--- config.mk ---
export PLATFORM = sky130hd
export DESIGN_NAME = mips_multicycle_core_flat
export DESIGN_NICKNAME = d
export VERILOG_FILES = /design/src/rtl/mips_multicycle_core_pkg.sv /design/src/rtl/mips_multicycle_core_if.sv /design/src/rtl/mips_multicycle_core_regfile.sv /design/src/rtl/mips_multicycle_core.sv /design/src/flat_wrapper.sv
export SDC_FILE = /design/constraint.sdc
export NUM_CORES = 2
export LEC_CHECK = 0
export ABC_AREA = 1
export BUFFER_PORTS_ARGS = -buffer_cell sky130_fd_sc_hd__buf_2
export CORE_MARGIN = 2
export CORE_UTILIZATION = 50
export CTS_BUF_LIST = sky130_fd_sc_hd__clkbuf_16
export CTS_CLUSTER_SIZE = 14
export DETAILED_ROUTE_END_ITERATION = 12
export PLACE_DENSITY = 0.66
export SYNTH_ARGS = -nofsm -noshare
export SYNTH_HDL_FRONTEND = slang
export SYNTH_SLANG_ARGS = --single-unit
--- constraint.sdc ---
create_clock -name clk -period 4.1 [get_ports clk]
set_input_delay 0.205 -clock clk [delete_from_list [all_inputs] [get_ports clk]]
set_output_delay 0.205 -clock clk [all_outputs]
set_load 0.01 [all_outputs]
--- src/rtl/mips_multicycle_core_pkg.sv ---
// Shared definitions for the multicycle MIPS core: opcodes, funct codes,
// ALU control encodings, FSM states and small datapath helpers.
package mips_multicycle_core_pkg;

  localparam logic [5:0] OP_RTYPE = 6'h00;
  localparam logic [5:0] OP_LW    = 6'h23;
  localparam logic [5:0] OP_SW    = 6'h2B;
  localparam logic [5:0] OP_BEQ   = 6'h04;
  localparam logic [5:0] OP_ADDI  = 6'h08;
  localparam logic [5:0] OP_J     = 6'h02;

  localparam logic [5:0] FN_ADD = 6'h20;
  localparam logic [5:0] FN_SUB = 6'h22;
  localparam logic [5:0] FN_AND = 6'h24;
  localparam logic [5:0] FN_OR  = 6'h25;
  localparam logic [5:0] FN_SLT = 6'h2A;

  localparam logic [2:0] ALU_AND = 3'b000;
  localparam logic [2:0] ALU_OR  = 3'b001;
  localparam logic [2:0] ALU_ADD = 3'b010;
  localparam logic [2:0] ALU_SUB = 3'b110;
  localparam logic [2:0] ALU_SLT = 3'b111;

  typedef enum logic [3:0] {
    FETCH, DECODE, MEMADR, MEMRD, MEMWB, MEMWR,
    EXEC, ALUWB, ADDIEX, ADDIWB, BRANCH, JUMP, TRAP
  } CoreState;

  function automatic logic isLegalFunct(input logic [5:0] funct);
    return (funct == FN_ADD) || (funct == FN_SUB) || (funct == FN_AND) ||
           (funct == FN_OR)  || (funct == FN_SLT);
  endfunction

  function automatic logic [2:0] functToAluCtl(input logic [5:0] funct);
    case (funct)
      FN_SUB:  return ALU_SUB;
      FN_AND:  return ALU_AND;
      FN_OR:   return ALU_OR;
      FN_SLT:  return ALU_SLT;
      default: return ALU_ADD;
    endcase
  endfunction

  function automatic logic [31:0] signExt(input logic [15:0] imm);
    return {{16{imm[15]}}, imm};
  endfunction

  // slt compares as two's-complement; everything else wraps mod 2^32
  function automatic logic [31:0] aluOp(input logic [31:0] x, input logic [31:0] y,
                                        input logic [2:0] ctl);
    case (ctl)
      ALU_SUB: return x - y;
      ALU_AND: return x & y;
      ALU_OR:  return x | y;
      ALU_SLT: return {31'b0, $signed(x) < $signed(y)};
      default: return x + y;
    endcase
  endfunction

endpackage

--- src/rtl/mips_multicycle_core_if.sv ---
// Unified instruction/data memory port; the core is master, memory is slave.
interface mips_multicycle_core_if #(parameter int ADDR_W = 8);
  logic              mem_req;
  logic              mem_we;
  logic [ADDR_W-1:0] mem_addr;
  logic [31:0]       mem_wdata;
  logic [31:0]       mem_rdata;
  logic              mem_ready;

  modport master (output mem_req, mem_we, mem_addr, mem_wdata,
                  input  mem_rdata, mem_ready);
  modport slave  (input  mem_req, mem_we, mem_addr, mem_wdata,
                  output mem_rdata, mem_ready);
endinterface

--- src/rtl/mips_multicycle_core_regfile.sv ---
// 32x32 register file: two operand reads plus a debug read, one synchronous
// write, asynchronous clear; register 0 always reads zero.
module mips_multicycle_core_regfile (
  input  logic        clk,
  input  logic        reset_n,
  input  logic [4:0]  raddrA_i,
  input  logic [4:0]  raddrB_i,
  input  logic [4:0]  raddrDbg_i,
  input  logic        we_i,
  input  logic [4:0]  waddr_i,
  input  logic [31:0] wdata_i,
  output logic [31:0] rdataA_o,
  output logic [31:0] rdataB_o,
  output logic [31:0] rdataDbg_o
);

  logic [31:0] regs_q [32];

  always_ff @(posedge clk or negedge reset_n) begin
    if (!reset_n) begin
      for (int i = 0; i < 32; i++) regs_q[i] <= '0;
    end else if (we_i && (waddr_i != 5'd0)) begin
      regs_q[waddr_i] <= wdata_i;
    end
  end

  assign rdataA_o   = (raddrA_i   == 5'd0) ? '0 : regs_q[raddrA_i];
  assign rdataB_o   = (raddrB_i   == 5'd0) ? '0 : regs_q[raddrB_i];
  assign rdataDbg_o = (raddrDbg_i == 5'd0) ? '0 : regs_q[raddrDbg_i];

endmodule

--- src/rtl/mips_multicycle_core.sv ---
// Multicycle MIPS-subset core: one FSM, one shared ALU and a single memory
// port used for both instruction fetch and load/store.
module mips_multicycle_core
  import mips_multicycle_core_pkg::*;
#(
  parameter int          ADDR_W   = 8,
  parameter logic [31:0] RESET_PC = 32'h0,
  parameter logic [4:0]  DBG_REG  = 5'd2
) (
  input  logic                   clk,
  input  logic                   reset_n,
  mips_multicycle_core_if.master mem,
  output logic                   illegal,
  output logic [31:0]            dbg_pc,
  output logic [31:0]            dbg_reg_value
);

  CoreState    state_q;
  logic [31:0] pc_q, ir_q, a_q, b_q, aluOut_q, mdr_q;
  logic        illegal_q;

  logic [5:0]  opcode, funct;
  logic [4:0]  rs, rt, rd;
  logic [31:0] immExt;
  logic [31:0] rfRdA, rfRdB, rfWdata;
  logic        rfWe;
  logic [4:0]  rfWaddr;
  logic [31:0] aluA, aluB, aluRes, memAddrFull;
  logic [2:0]  aluCtl;
  logic        unusedAddrBits;

  assign opcode = ir_q[31:26];
  assign rs     = ir_q[25:21];
  assign rt     = ir_q[20:16];
  assign rd     = ir_q[15:11];
  assign funct  = ir_q[5:0];
  assign immExt = signExt(ir_q[15:0]);

  // Single ALU: PC+4 in FETCH, branch target in DECODE, address/addi/R-type otherwise
  always_comb begin
    aluA   = pc_q;
    aluB   = 32'd4;
    aluCtl = ALU_ADD;
    case (state_q)
      DECODE:         aluB = {immExt[29:0], 2'b00};
      MEMADR, ADDIEX: begin aluA = a_q; aluB = immExt; end
      EXEC:           begin aluA = a_q; aluB = b_q; aluCtl = functToAluCtl(funct); end
      default:        ;
    endcase
  end

  assign aluRes = aluOp(aluA, aluB, aluCtl);

  assign rfWe    = (state_q == MEMWB) || (state_q == ALUWB) || (state_q == ADDIWB);
  assign rfWaddr = (state_q == ALUWB) ? rd : rt;
  assign rfWdata = (state_q == MEMWB) ? mdr_q : aluOut_q;

  mips_multicycle_core_regfile u_regfile (
    .clk        (clk),
    .reset_n    (reset_n),
    .raddrA_i   (rs),
    .raddrB_i   (rt),
    .raddrDbg_i (DBG_REG),
    .we_i       (rfWe),
    .waddr_i    (rfWaddr),
    .wdata_i    (rfWdata),
    .rdataA_o   (rfRdA),
    .rdataB_o   (rfRdB),
    .rdataDbg_o (dbg_reg_value)
  );

  // Request is gated by reset_n so it drops the instant reset asserts
  assign memAddrFull   = (state_q == FETCH) ? pc_q : aluOut_q;
  assign mem.mem_req   = reset_n && ((state_q == FETCH) || (state_q == MEMRD) ||
                                     (state_q == MEMWR));
  assign mem.mem_we    = (state_q == MEMWR);
  assign mem.mem_addr  = {memAddrFull[ADDR_W-1:2], 2'b00};
  assign mem.mem_wdata = b_q;
  assign unusedAddrBits = ^{memAddrFull[31:ADDR_W], memAddrFull[1:0]};

  always_ff @(posedge clk or negedge reset_n) begin
    if (!reset_n) begin
      state_q   <= FETCH;
      pc_q      <= RESET_PC;
      ir_q      <= '0;
      a_q       <= '0;
      b_q       <= '0;
      aluOut_q  <= '0;
      mdr_q     <= '0;
      illegal_q <= 1'b0;
    end else begin
      case (state_q)
        FETCH: if (mem.mem_ready) begin
          ir_q    <= mem.mem_rdata;
          pc_q    <= aluRes;
          state_q <= DECODE;
        end
        DECODE: begin
          a_q      <= rfRdA;
          b_q      <= rfRdB;
          aluOut_q <= aluRes;
          case (opcode)
            OP_RTYPE: begin
              state_q   <= isLegalFunct(funct) ? EXEC : TRAP;
              illegal_q <= !isLegalFunct(funct);
            end
            OP_LW, OP_SW: state_q <= MEMADR;
            OP_BEQ:       state_q <= BRANCH;
            OP_ADDI:      state_q <= ADDIEX;
            OP_J:         state_q <= JUMP;
            default: begin
              state_q   <= TRAP;
              illegal_q <= 1'b1;
            end
          endcase
        end
        MEMADR: begin
          aluOut_q <= aluRes;
          state_q  <= (opcode == OP_LW) ? MEMRD : MEMWR;
        end
        MEMRD: if (mem.mem_ready) begin
          mdr_q   <= mem.mem_rdata;
          state_q <= MEMWB;
        end
        MEMWR: if (mem.mem_ready) state_q <= FETCH;
        EXEC, ADDIEX: begin
          aluOut_q <= aluRes;
          state_q  <= (state_q == EXEC) ? ALUWB : ADDIWB;
        end
        MEMWB, ALUWB, ADDIWB: state_q <= FETCH;
        BRANCH: begin
          if (a_q == b_q) pc_q <= aluOut_q;
          state_q <= FETCH;
        end
        JUMP: begin
          pc_q    <= {pc_q[31:28], ir_q[25:0], 2'b00};
          state_q <= FETCH;
        end
        TRAP:    illegal_q <= 1'b1;
        default: state_q <= FETCH;
      endcase
    end
  end

  assign illegal = illegal_q;
  assign dbg_pc  = pc_q;

endmodule

--- src/flat_wrapper.sv ---
// flat-port wrapper written by rule: the top's interface ports become plain ports
module mips_multicycle_core_flat import mips_multicycle_core_pkg::*;
#(
  parameter int          ADDR_W   = 8,
  parameter logic [31:0] RESET_PC = 32'h0,
  parameter logic [4:0]  DBG_REG  = 5'd2
)
  (clk, reset_n, illegal, dbg_pc, dbg_reg_value, mem_mem_req, mem_mem_we, mem_mem_addr, mem_mem_wdata, mem_mem_rdata, mem_mem_ready);
  mips_multicycle_core_if #(.ADDR_W(ADDR_W)) mem_i ();
  input  logic clk;
  input  logic reset_n;
  output logic illegal;
  output logic [31:0] dbg_pc;
  output logic [31:0] dbg_reg_value;
  output wire logic [$bits(mem_i.mem_req)-1:0] mem_mem_req;
  output wire logic [$bits(mem_i.mem_we)-1:0] mem_mem_we;
  output wire logic [$bits(mem_i.mem_addr)-1:0] mem_mem_addr;
  output wire logic [$bits(mem_i.mem_wdata)-1:0] mem_mem_wdata;
  input wire logic [$bits(mem_i.mem_rdata)-1:0] mem_mem_rdata;
  input wire logic [$bits(mem_i.mem_ready)-1:0] mem_mem_ready;
  assign mem_mem_req = mem_i.mem_req;
  assign mem_mem_we = mem_i.mem_we;
  assign mem_mem_addr = mem_i.mem_addr;
  assign mem_mem_wdata = mem_i.mem_wdata;
  assign mem_i.mem_rdata = mem_mem_rdata;
  assign mem_i.mem_ready = mem_mem_ready;
  mips_multicycle_core #(.ADDR_W(ADDR_W), .RESET_PC(RESET_PC), .DBG_REG(DBG_REG)) u_core (.clk(clk), .reset_n(reset_n), .mem(mem_i), .illegal(illegal), .dbg_pc(dbg_pc), .dbg_reg_value(dbg_reg_value));
endmodule
==> results.toml <==
[status]
status = "finished, final reports clean"

[clock_network]
ctsHtreeMaxLevel = 4
cts.clk_slew.worst_paths_ns = 0.06
cts_buffer_depth = 3
cts_made_buffers = 140
cts_num_sinks = 1221
cts_tree = "done"
clk_latency_ns = 0.80
cts_root_buf = "clkbuf_16"

[grt]
grtUsageMet2_pct = 58.4
grt_antenna_before_repair = 16
use_met3_pct = 7.74
gr-total-overflow = 0
grt_max_degree = 178
busiest_layer = "met2"
grtUsageMet1_pct = 54.8
grt_usage_pct = 39.8
grt_pass1_vias = 65300
grt_pass1_wl_mm = 434

[synth]
ys_top_cells_by_area = "dfrtp_1, o21ai_0, nand2_1"
synthCells = 9822
async_reset_ff_share_pct = 100
synth_area_per_cell_um2 = 7.21
yosys_warnings = 0
synth_most_common_cell = "nand2_1"
ys_seq_area_share_pct = 43.2
synth_top_area_share_pct = 43.2
ys_seq_elements = 1221
synth-edff-count = 0
yosysUniqueCellTypes = 55
yosys.area.top_type = "dfrtp_1"
syn_area_mm2 = 0.0708
synth_flop_cell = "dfrtp_1"
synthTopCellsByCount = "nand2_1, o21ai_0, dfrtp_1"

[setup_path]
critical_path.max_fanout = 13
critPathCaptureType = "flip-flop"
cp_data_arrival_time_ns = 4.48
path_class = "flip-flop to flip-flop"
start_kind = "flip-flop"
required_ns = 4.72

[floorplanning]
die_area_mm2 = 0.145
fp-row-count = 138
coreArea_mm2 = 0.141
die_h_um = 380
die_w_um = 380
io_pins = 142
start_util_pct = 50.2

[placement]
gp_congestion = 0.993
port_buffers = 139
hpwl_mm = 188
place_area_mm2 = 0.0738

[sta]
maxSlewHeadroom_pct = 23.5
finalCritPeriodShare_pct = 94.3
hold_viol = 0
rsz0062_at_grt = "false"
fmax_ghz = 0.259
finalClockSkew_ns = 0.0401
worst_pin_slew_ns = 1.15
min_period_ns = 3.87
setup_viol = 0
setup_tns_ns = 0
drv_slew = 0

[pwr]
power_leakage_nw = 36.1
p_sw_mw = 40.8
powerDensity_mw_per_mm2 = 994
power_mw = 78.4
p_comb_share_pct = 57.5
clock_power_share_pct = 15.8
vdd_drop_max_mv = 0.771
netSwitchingFraction_pct = 52.0
power.internal_mw = 37.7
seq_power_share_pct = 26.7

[finish]
drive_gt1_share_pct = 8.83
fin_nets = 9727
fin_area_mm2 = 0.0789
area_growth_pct = 11.4

[route]
drt_iter0_drc = 10300
num_vias = 71500
routedWlPerCell_um = 25.4
vias_per_cell = 6.16
post-route-drc-count = 0
postRouteAntennaNets = 0
firstDrtPassIters = 6
routed_wl_mm = 294

[worst_hold_path]
hp-class = "input port to async pin"

[run]
cap_violations = 0
timing repair:
item,4_1_cts,5_1_grt
pin swaps,0,5
setup buffers,0,2
hold buffers,34,0
cloned,0,2
setup endpoints to repair,4,48
hold endpoints to repair,161,0
gates resized for setup,4,86
flip-flops by register name, indices dropped and copies added, names as in the netlist:
signal and flops:
u_core.aluOut_q 32, u_core.illegal 1, u_core.dbg_pc 32, u_core.a_q 32, u_core.u_regfile.regs_q 1024, u_core.state_q 4
u_core.mdr_q 32, u_core.mem.mem_wdata 32, u_core.ir_q 32
per-layer routing:
| layer | up-vias | part of all wire [%] | routed length, um |
|---|---|---|---|
| met5 | - | 0.042 | 123 |
| met4 | 18 | 6.5 | 19200 |
| met3 | 885 | 10 | 30700 |
| met2 | 4347 | 43 | 126000 |
| met1 | 34000 | 40 | 118000 |
| li1 | 32200 | - | - |
path summary, 6_finish.rpt:
check                                              startpoint  slack (ns)                             to  cells after the start
worst min-delay path                                  reset_n        0.06   u_core.u_regfile.regs_q[677]                      2
worst max-delay path                        u_core.state_q[1]        0.23            u_core.aluOut_q[18]                     24
max in group asynchronous                             reset_n        2.74                u_core.ir_q[16]                      4
worst min register to register  u_core.u_regfile.regs_q[1010]        0.38  u_core.u_regfile.regs_q[1010]                      0
worst max register to register              u_core.state_q[1]        0.23            u_core.aluOut_q[18]                     24
min in group clk                             mem_mem_rdata[1]        0.21                u_core.mdr_q[1]                      3
critical path: stages (launching register included):
cell and delay [ns]:
dfrtp_2 0.42, inv_1 0.08, nor2_1 0.12, inv_1 0.07, nor2_1 0.15, nor2_2 0.08, inv_2 0.11, nor2_2 0.06
inv_4 0.16, clkbuf_16 0.23, nand2_1 0.14, o21ai_2 0.18, ha_1 0.33, inv_1 0.24, nand2_1 0.19, inv_1 0.09
nand2_1 0.08, nor2_1 0.21, nand3_1 0.20, nand3_1 0.13, nand2_1 0.05, nand3_1 0.06, nand3_1 0.12, nand2_1 0.08
o21ai_0 0.10
kinds of logic (layout without fill, tap and decap cells):
group                    count (synthesis)  after routing  share of synthesized area (%)
other                                    1              8                        0.00530
buffers and inverters                 1791           1674                           9.87
AND/OR/NAND/NOR                       3094           3094                           18.0
AO/OA/AOI/OAI                         3554           3554                           26.3
multiplexers                            31             31                          0.493
adder cells (fa/ha/maj)                 98             98                           1.75
flip-flops                            1221           1221                           43.2
XOR/XNOR                                32             32                          0.396
final cells by class:
cell class                      instances  area [um2]
Clock buffer                          143        3580
Inverter                              931        3540
Multi-Input combinational cell       6811       33600
Fill cell                           13600       62200
Timing Repair Buffer                  489        4280
Sequential cell                      1221       30600
Clock inverter                        111         866
Antenna cell                            6        15.0
Tap cell                             1890        2360
stage by stage:
| step | utilization [%] | worst slack [ns] | hold slack (ns) | instances |
|---|---|---|---|---|
| 2_1_floorplan | - | 0.678 | -0.0906 | 9823 |
| 3_3_place_gp | 52.3 | -0.265 | 0.296 | 11300 |
| 3_5_place_dp | 52.3 | -0.184 | 0.304 | 11300 |
| 4_1_cts | 55.7 | 0.0137 | 0.0959 | 11600 |
| 5_1_grt | 55.9 | 0.00745 | 0.142 | 11600 |
| 6_report | 55.9 | 0.235 | 0.0584 | 11600 |
power groups by stage:
stage / clock, mW / combinational [mW] / sequential [mW]
after floorplan: 0 / 27.3 / 19.3
after global placement: 0 / 42.7 / 20.7
after detailed placement: 0 / 43.1 / 20.9
after CTS: 12.5 / 43.4 / 20.7
after global routing: 13.0 / 49.1 / 21.3
final: 12.4 / 45.1 / 20.9
cells in the final DEF, fill, tap and decap left out, drive strengths merged, types with 34 or more instances in the layout:
cell	count
a211oi	59
a21oi	1020
dfrtp	1221
nand2	2157
nor2	376
o211ai	142
clkbuf	145
nand3	458
buf	453
o21ai	2191
ha	96
clkinv	73
o22ai	68
dlygate4sd3	34
nand4	62
inv	957
Note: power is estimated with default switching activity, not from simulation.
